--- src/rtl/fetch_pkg.sv ---
// rtl/fetch_pkg.sv - shared defaults, FSM encoding and buffer entry layout for the fetch unit
package fetch_pkg;

  localparam int          DEFAULT_DEPTH    = 4;
  localparam logic [31:0] DEFAULT_RESET_PC = 32'h0;

  localparam int PC_W    = 32;
  localparam int INST_W  = 32;
  localparam int ENTRY_W = PC_W + INST_W;

  typedef enum logic [1:0] {
    ST_IDLE = 2'd0,
    ST_WAIT = 2'd1,
    ST_DROP = 2'd2
  } fetch_state_t;

  typedef struct packed {
    logic [PC_W-1:0]   pc;
    logic [INST_W-1:0] inst;
  } fetch_entry_t;

endpackage

--- src/rtl/fetch_fifo.sv ---
// rtl/fetch_fifo.sv - synchronous prefetch FIFO with flush and simultaneous push/pop
module fetch_fifo
  import fetch_pkg::*;
#(
  parameter int DEPTH = DEFAULT_DEPTH
) (
  input  logic                       clock_in,
  input  logic                       clr,
  input  logic                       flush,
  input  logic                       push,
  input  logic [ENTRY_W-1:0]         push_data,
  input  logic                       pop,
  output logic [ENTRY_W-1:0]         head_data,
  output logic                       full,
  output logic                       empty,
  output logic [$clog2(DEPTH):0]     count
);

  localparam int PTR_W = $clog2(DEPTH);
  localparam int CNT_W = PTR_W + 1;

  logic [ENTRY_W-1:0] mem [DEPTH];
  logic [PTR_W-1:0]   wr_ptr;
  logic [PTR_W-1:0]   rd_ptr;
  logic               do_push;
  logic               do_pop;

  assign empty     = (count == '0);
  assign full      = (count == CNT_W'(DEPTH));
  assign do_pop    = pop && !empty;
  assign do_push   = push && (!full || do_pop);
  assign head_data = mem[rd_ptr];

  // Storage is cleared on reset so the head reads as zero until the first write.
  always_ff @(posedge clock_in) begin
    if (clr) begin
      wr_ptr <= '0;
      rd_ptr <= '0;
      count  <= '0;
      for (int i = 0; i < DEPTH; i++) begin
        mem[i] <= '0;
      end
    end else if (flush) begin
      wr_ptr <= '0;
      rd_ptr <= '0;
      count  <= '0;
    end else begin
      if (do_push) begin
        mem[wr_ptr] <= push_data;
        wr_ptr      <= wr_ptr + PTR_W'(1);
      end
      if (do_pop) begin
        rd_ptr <= rd_ptr + PTR_W'(1);
      end
      count <= count + CNT_W'(do_push) - CNT_W'(do_pop);
    end
  end

endmodule

--- src/rtl/fetch_unit.sv ---
// rtl/fetch_unit.sv - instruction prefetch: request FSM, fetch_pc and prefetch buffer
module fetch_unit
  import fetch_pkg::*;
#(
  parameter int          DEPTH    = DEFAULT_DEPTH,
  parameter logic [31:0] RESET_PC = DEFAULT_RESET_PC
) (
  input  logic        clock_in,
  input  logic        clr,
  output logic        imem_req,
  output logic [31:0] imem_addr,
  input  logic        imem_ack,
  input  logic [31:0] imem_rdata,
  input  logic        redirect,
  input  logic [31:0] redirect_pc,
  output logic        inst_valid,
  input  logic        inst_ready,
  output logic [31:0] inst,
  output logic [31:0] inst_pc
);

  localparam int CNT_W = $clog2(DEPTH) + 1;

  fetch_state_t       state;
  logic [31:0]        fetch_pc;
  logic               ack_hit;
  logic               pop;
  logic               push;
  logic               fifo_full;
  logic               fifo_empty;
  logic               slot_after_ack;
  logic [CNT_W-1:0]   count;
  logic [CNT_W-1:0]   occ_after;
  fetch_entry_t       push_entry;
  fetch_entry_t       head_entry;

  assign ack_hit    = imem_req && imem_ack;
  assign pop        = inst_valid && inst_ready;
  assign push       = (state == ST_WAIT) && ack_hit && !redirect;
  assign push_entry = '{pc: fetch_pc, inst: imem_rdata};

  // Occupancy after this cycle's pop and push decides whether to keep requesting.
  assign occ_after      = count - CNT_W'(pop) + CNT_W'(push);
  assign slot_after_ack = (occ_after <= CNT_W'(DEPTH - 1));

  assign inst_valid = !fifo_empty;
  assign inst       = head_entry.inst;
  assign inst_pc    = head_entry.pc;

  fetch_fifo #(
    .DEPTH (DEPTH)
  ) u_fifo (
    .clock_in  (clock_in),
    .clr       (clr),
    .flush     (redirect),
    .push      (push),
    .push_data (push_entry),
    .pop       (pop),
    .head_data (head_entry),
    .full      (fifo_full),
    .empty     (fifo_empty),
    .count     (count)
  );

  always_ff @(posedge clock_in) begin
    if (clr) begin
      state     <= ST_IDLE;
      fetch_pc  <= RESET_PC;
      imem_req  <= 1'b0;
      imem_addr <= RESET_PC;
    end else begin
      case (state)
        ST_IDLE: begin
          if (redirect) begin
            fetch_pc  <= redirect_pc;
            imem_req  <= 1'b1;
            imem_addr <= redirect_pc;
            state     <= ST_WAIT;
          end else if (!fifo_full || pop) begin
            imem_req  <= 1'b1;
            imem_addr <= fetch_pc;
            state     <= ST_WAIT;
          end
        end
        ST_WAIT: begin
          if (redirect) begin
            fetch_pc <= redirect_pc;
            if (ack_hit) begin
              imem_addr <= redirect_pc;
            end else begin
              state <= ST_DROP;
            end
          end else if (ack_hit) begin
            fetch_pc <= fetch_pc + 32'd1;
            if (slot_after_ack) begin
              imem_addr <= fetch_pc + 32'd1;
            end else begin
              imem_req <= 1'b0;
              state    <= ST_IDLE;
            end
          end
        end
        ST_DROP: begin
          // The buffer was flushed on entry and nothing is written here, so a slot is free.
          if (redirect) begin
            fetch_pc <= redirect_pc;
          end
          if (ack_hit) begin
            imem_addr <= redirect ? redirect_pc : fetch_pc;
            state     <= ST_WAIT;
          end
        end
        default: begin
          state    <= ST_IDLE;
          imem_req <= 1'b0;
        end
      endcase
    end
  end

endmodule

--- config.mk ---
export PLATFORM = sky130hd
export DESIGN_NAME = fetch_unit
export DESIGN_NICKNAME = d
export VERILOG_FILES = /design/src/rtl/fetch_pkg.sv /design/src/rtl/fetch_fifo.sv /design/src/rtl/fetch_unit.sv
export SDC_FILE = /design/constraint.sdc
export NUM_CORES = 1
export LEC_CHECK = 0
export BUFFER_PORTS_ARGS = -buffer_cell sky130_fd_sc_hd__buf_4
export CAP_MARGIN = 15
export CORE_AREA = 2 2 163 229
export CTS_CLUSTER_SIZE = 12
export DETAILED_ROUTE_END_ITERATION = 8
export DIE_AREA = 0 0 165 231
export GPL_ROUTABILITY_DRIVEN = 0
export SETUP_SLACK_MARGIN = 0.15
export SYNTH_ARGS = -nofsm -noshare
export SYNTH_HDL_FRONTEND = slang
export SYNTH_HIERARCHICAL = 1
export SYNTH_SLANG_ARGS = --single-unit
--- constraint.sdc ---
create_clock -name clock_in -period 6 [get_ports clock_in]
set_input_delay 0.3 -clock clock_in [delete_from_list [all_inputs] [get_ports clock_in]]
set_output_delay 0.3 -clock clock_in [all_outputs]
set_load 0.02 [all_outputs]
; Yosys cells after proc, flatten, opt, wreduce, memory -nomap -nowiden
; Memories as Yosys holds them, arrays and structs flattened. A register that Yosys moved wholly into a read port is not among the register bits.
; Index checks and enable logic that the tools add are counted.
[word_totals]
reg_bits = 74
ramBits = 256
inputBits = 69
output_inout_bits = 98
wordCells = 88
memories = 1
[memory_table]
columns = name, words, word_bits, rd, rd_clocked_by_memory_dff, write_ports, line_no
row1 = u_fifo.mem, 4, 64, 1, 1, 4, fetch_fifo.sv:22  ; logic [ENTRY_W-1:0] mem [DEPTH];
[op_classes]
add_sub_neg = 7
order_cmp = 1
n_eq_ne = 12
n_mux = 37
n_bitwise = 1
reduce_logical = 22
[ops]
columns = cell, count
row1 = 32-bit 2-to-1 mux, 10
row2 = 32-bit one-hot mux with 3 select lines, 1
row3 = 64-bit 2-to-1 mux, 1
row4 = 32-bit one-hot mux with 2 select lines, 1
row5 = 64-bit OR reduction, 1
row6 = 32-bit by 1-bit adder with 32-bit output (second input constant), 1
row7 = 2-bit 2-to-1 mux, 10
row8 = 3-bit != test (second input constant), 5
row9 = 5-bit AND reduction, 3
row10 = 1-bit 2-to-1 mux, 12
row11 = 2-bit != test (second input constant), 4
row12 = 3-bit by 1-bit adder with 3-bit output, 2
row13 = 1-bit logical AND, 6
row14 = 2-bit one-hot mux with 3 select lines, 1
row15 = 3-bit by 1-bit subtractor with 3-bit output, 2
row16 = 2-bit by 1-bit adder with 2-bit output (second input constant), 2
row17 = 2-bit OR reduction, 2
row18 = 3-bit equality test (second input constant), 1
row19 = 3-bit by 2-bit less-or-equal comparator with 1-bit output (second input constant), 1
row20 = 1-bit zero test, 3
row21 = 3-bit zero test, 1
row22 = 1-bit one-hot mux with 3 select lines, 1
row23 = 3-bit nonzero test, 1
row24 = 2-bit by 1-bit equality test with 1-bit output (second input constant), 1
row25 = 6 further kinds, 7

; Logic depth before layout (Yosys ltp)
[depth]
depth_word = 12
mapped_depth = 15
depth_no_buf = 12

; Hierarchy
; Netlist, hierarchy kept.
[by_module_without_submodules]
columns = module, instances, cells_each, area_each_um2, seq_area_each_um2
row1 = fetch_fifo, 1, 669, 11449.7, 7867.5
row2 = fetch_unit, 1, 590, 4538.1, 1341.3

; Worst setup path after synthesis
; Ideal clock, no wire load.
[synth_timing]
path_type = register -> register
start = register imem_req
end = memory u_fifo/mem[3][0] (netlist bit) (enable)
setup_time_ps = 499
arrival_ps = 4357
required_time_ps = 5501
slack_ps = 1144
stages_incl_launch_ff = 7
n_path_buf = 0
period_less_slack_ps = 4856
cell_sequence = dfxtp_1 -> a21oi_1 -> o21ai_1 -> nand2_1 -> clkinv_1 -> nand2b_1 -> o21bai_1
[synth_rtl]
columns = element, line_no
row1 = start: declaration, fetch_unit.sv:10  ; output logic imem_req,
row2 = start signal: assignment, fetch_unit.sv:69  ; imem_req <= 1'b0;
row3 = start signal: assignment, fetch_unit.sv:76  ; imem_req <= 1'b1;
row4 = start signal: assignment, fetch_unit.sv:80  ; imem_req <= 1'b1;
row5 = end: declaration, fetch_fifo.sv:22

; Final worst setup path
[layout_timing]
start = register state[0]
end = register imem_addr[28]
[layout_between]
elab_chain_len = 7
elab_cells_between_ends = 14
cone_classes = add/sub: 1 / order compare: 1 / eq/ne: 6 / mux: 1 / reduce/logical: 5
[layout_rtl]
columns = element, line_no
row1 = start: declaration, fetch_unit.sv:24  ; fetch_state_t state;
row2 = start signal: assignment, fetch_unit.sv:67  ; state <= ST_IDLE;
row3 = start signal: assignment, fetch_unit.sv:78  ; state <= ST_WAIT;
row4 = start signal: assignment, fetch_unit.sv:82  ; state <= ST_WAIT;
row5 = 2-bit by 1-bit equality test with 1-bit output, fetch_unit.sv:39  ; assign push = (state == ST_WAIT) && ack_hit && !redirect;
row6 = 1-bit logical AND (2 in series), fetch_unit.sv:39
row7 = net push, fetch_unit.sv:28  ; logic push;
row8 = 3-bit by 1-bit adder with 3-bit output, fetch_unit.sv:43  ; assign occ_after = count - CNT_W'(pop) + CNT_W'(push);
row9 = 3-bit by 2-bit less-or-equal comparator with 1-bit output, fetch_unit.sv:44  ; assign slot_after_ack = (occ_after <= CNT_W'(DEPTH - 1));
row10 = 3-bit != test (no line), --
row11 = 5-bit AND reduction (no line), --
row12 = end signal: assignment, fetch_unit.sv:77  ; imem_addr <= redirect_pc;
row13 = end signal: assignment, fetch_unit.sv:81  ; imem_addr <= fetch_pc;
row14 = end signal: assignment, fetch_unit.sv:89  ; imem_addr <= redirect_pc;
row15 = end: declaration, fetch_unit.sv:11  ; output logic [31:0] imem_addr,
; The timed path passes the listed nets, and every way through them passes these cells.
; A chain may end at the register's enable or synchronous reset.

==> results.tsv <==
metric	value	unit
DIE WIDTH	165	µm
total iterations of the first detailed-routing run	6	
Power Density	278.3	nW/µm²
VDD IR max	190.0	µV
Vias/cell	5.717	
post-synth net total	1334	
status	finished, final reports clean	
Total Wirelength	40.32	mm
Syn Area/Cell	12.70	µm²
worst-path fanout max	48	
TritonCTS Buffers	35	
Synth Instances	1259	
asr flop ratio synth	0	%
worst hold path type	input pin to flip-flop	
HPWL after detailed placement	24.60	mm
CP Launch Type	flip-flop	
starting density of the core	44.11	%
antenna viol nets, final	0	
sequential share of the synthesized area	57.60	%
Yosys cell types	78	
static leakage	6.682	nW
count leader, synth	and2_1	
WL/cell	21.60	µm
internal power	3.876	mW
Max Clock Freq	242.7	MHz
diode count	0	
slew margin rel.	25.56	%
Resized cells post-CTS	0	
Worst Tran Pin Value	1.112	ns
clock power share	37.4	%
area leader, netlist	edfxtp_1	
period utilisation layout	68.67	%
DR vias	10673	
initial antenna violation count	0	
DIE AREA	38120	µm²
share of cells above drive strength 1	22.86	%
setup TNS	0	ns
CTS Buffer Depth	3	
Sw Share	24.57	%
GRT overflow	0	
CTS Hold Buffers Added	0	
synth warn	6	
RSZ-0062 raised after global routing	false	
Buffers on Ports	166	
critical path class	flip-flop to flip-flop	
DRC viols	0	
Seq pwr share	52.4	%
fin crit period	4.120	ns
number of failing hold endpoints at the final stage	0	
# rows	83	
Area contributors post-synth	edfxtp_1, and2_1, dfxtp_1	
max-slew violation count	0	
non-filler instance count after layout	1867	
max_cap viols	0	
Synth Flop Type	edfxtp_1	
buffer count from post-CTS setup fixing	0	
placed cell count	1813	
Worst setup EP type	flip-flop	
Final #Nets	1458	
synth cell count leaders	and2_1, edfxtp_1, dfxtp_1, mux4_2, nand2_1	
CTS tree	done	
Reg clk slew, reported paths	0.06	ns
Comb power frac	10.3	%
First DRT Iteration DRCs	898	
Post-synth EDFFs	256	
Switching Power	1.263	mW
first-pass GRT wire length	62.30	mm
Data required, critical path	6.37	ns
Pwr Total	5.139	mW
Area growth, synth to finish	15.52	%
Max H-tree Level	2	
worst clock skew	0.01981	ns
pin count of the biggest net entering global routing	92	
CTS root buffer	clkbuf_16	
Post-Syn Area	15990	µm²
IO Pins	167	
Final setup viols	0	
core footprint	36240	µm²
vias in the first global route	11050	
Synth Register Bits	332	
Clk Latency, worst-skew pair	0.52	ns
top-area cell type share of the netlist area	48.08	%
arrival time worst endpoint	4.49	ns
Die Ht	231	µm
CTS Sinks	332	
Total Routing Usage GR	21.26	%
## layout make-up
| type | count | area (µm²) |
|---|---|---|
| clock buffer | 46 | 927.1 |
| clock inverter | 8 | 40.04 |
| fill | 3188 | 17770 |
| inverter | 19 | 71.32 |
| multi-input combinational | 812 | 6259 |
| sequential | 332 | 9214 |
| tap | 467 | 584.3 |
| timing repair buffer | 183 | 1374 |
## critical path, cell delays in order, from the launching register on
cell and delay, ns:
dfxtp_1 0.81, o21ai_2 0.10, buf_4 0.26, nand2_1 0.25, clkinv_1 0.43, ha_1 0.37, inv_1 0.06, fa_1 0.16
xnor3_1 0.25, o2111ai_2 0.28, a21o_1 0.16, buf_4 0.40, or3_1 0.28, o221ai_1 0.14
## worst paths after layout
path | start | cells after the start | slack, ns | end
setup / recovery | state[0] | 13 | 1.88 | imem_addr[28]
hold reg to reg | imem_addr[0] | 2 | 0.46 | imem_addr[0]
hold / removal | imem_ack | 2 | 0.04 | state[1]
setup reg to reg | state[0] | 13 | 1.88 | imem_addr[28]
## state kept, by name (all words and copies together), names as in the netlist, named ones only
name / cells
u_fifo/rd_ptr: 2
imem_addr: 32
u_fifo/wr_ptr: 2
imem_req: 1
fetch_pc: 32
u_fifo/mem: 256
state: 2
u_fifo/count: 3
## cells in the final DEF, fill, tap and decap left out, drive strengths merged, types with 4 or more instances in the layout
cell type  netlist  final
a21o             7      7
inv             18     19
buf             42    183
a22oi            8      8
or2              4      4
nand2b          19     19
o22ai            9      9
o311ai           7      7
o41ai           10     10
nor4            17     17
nand3           17     17
or3             10     10
nand3b          13     13
and3             5      5
o21a             6      6
edfxtp         256    256
a211oi          14     14
nand2           57     57
a31oi            6      6
nor2            52     52
xor2             5      5
mux4            64     64
xnor2           18     18
o211ai          12     12
a221oi           5      5
ha               4      4
and4             8      8
o31ai           10     10
o21ai           26     26
nor3            23     23
and2           259    259
nor2b            8      8
nand4           20     20
dfxtp           76     76
clkinv           1      8
clkbuf          54     46
mux2             5      5
a21oi           47     47
## routing by layer
layer	part of all wire (%)	track usage, %
met1	41	26.36
met2	51	37.46
met3	5.2	2.982
met4	3.4	7.745
met5	0	0
## power groups by stage
stage	Combinational, mW	Sequential [mW]	Clock, mW
6_report	0.527	2.69	1.92
5_1_grt	0.569	2.71	2.06
3_5_place_dp	0.530	2.74	0
2_1_floorplan	0.309	2.72	0
4_1_cts	0.531	2.69	1.97
3_3_place_gp	0.526	2.73	0
## through the flow
stage | hold slack, ns | util, % | cell area, µm² | setup WS, ns
global route | 0.02181 | 50.96 | 18470 | 1.667
finish | 0.03536 | 50.96 | 18470 | 1.880
global placement | 0.4519 | 48.29 | 17500 | 2.072
detailed placement | 0.4459 | 48.29 | 17500 | 1.983
floorplan | 0.4001 | - | 15990 | 1.144
CTS | 0.01129 | 50.96 | 18470 | 1.967
## cells by family (layout without fill, tap and decap cells)
kind of cell    count (synthesis)  in the layout  synth area share [%]
simple gates                  524            524                 19.57
compound gates                188            188                 7.975
flops                         332            332                 57.60
xor+xnor                       24             24                 1.401
buf+inv                       115            256                 3.459
mux                            70             70                 9.430
fa+ha+maj                       6              6                0.5635
Note: power is estimated with default switching activity, not from simulation.
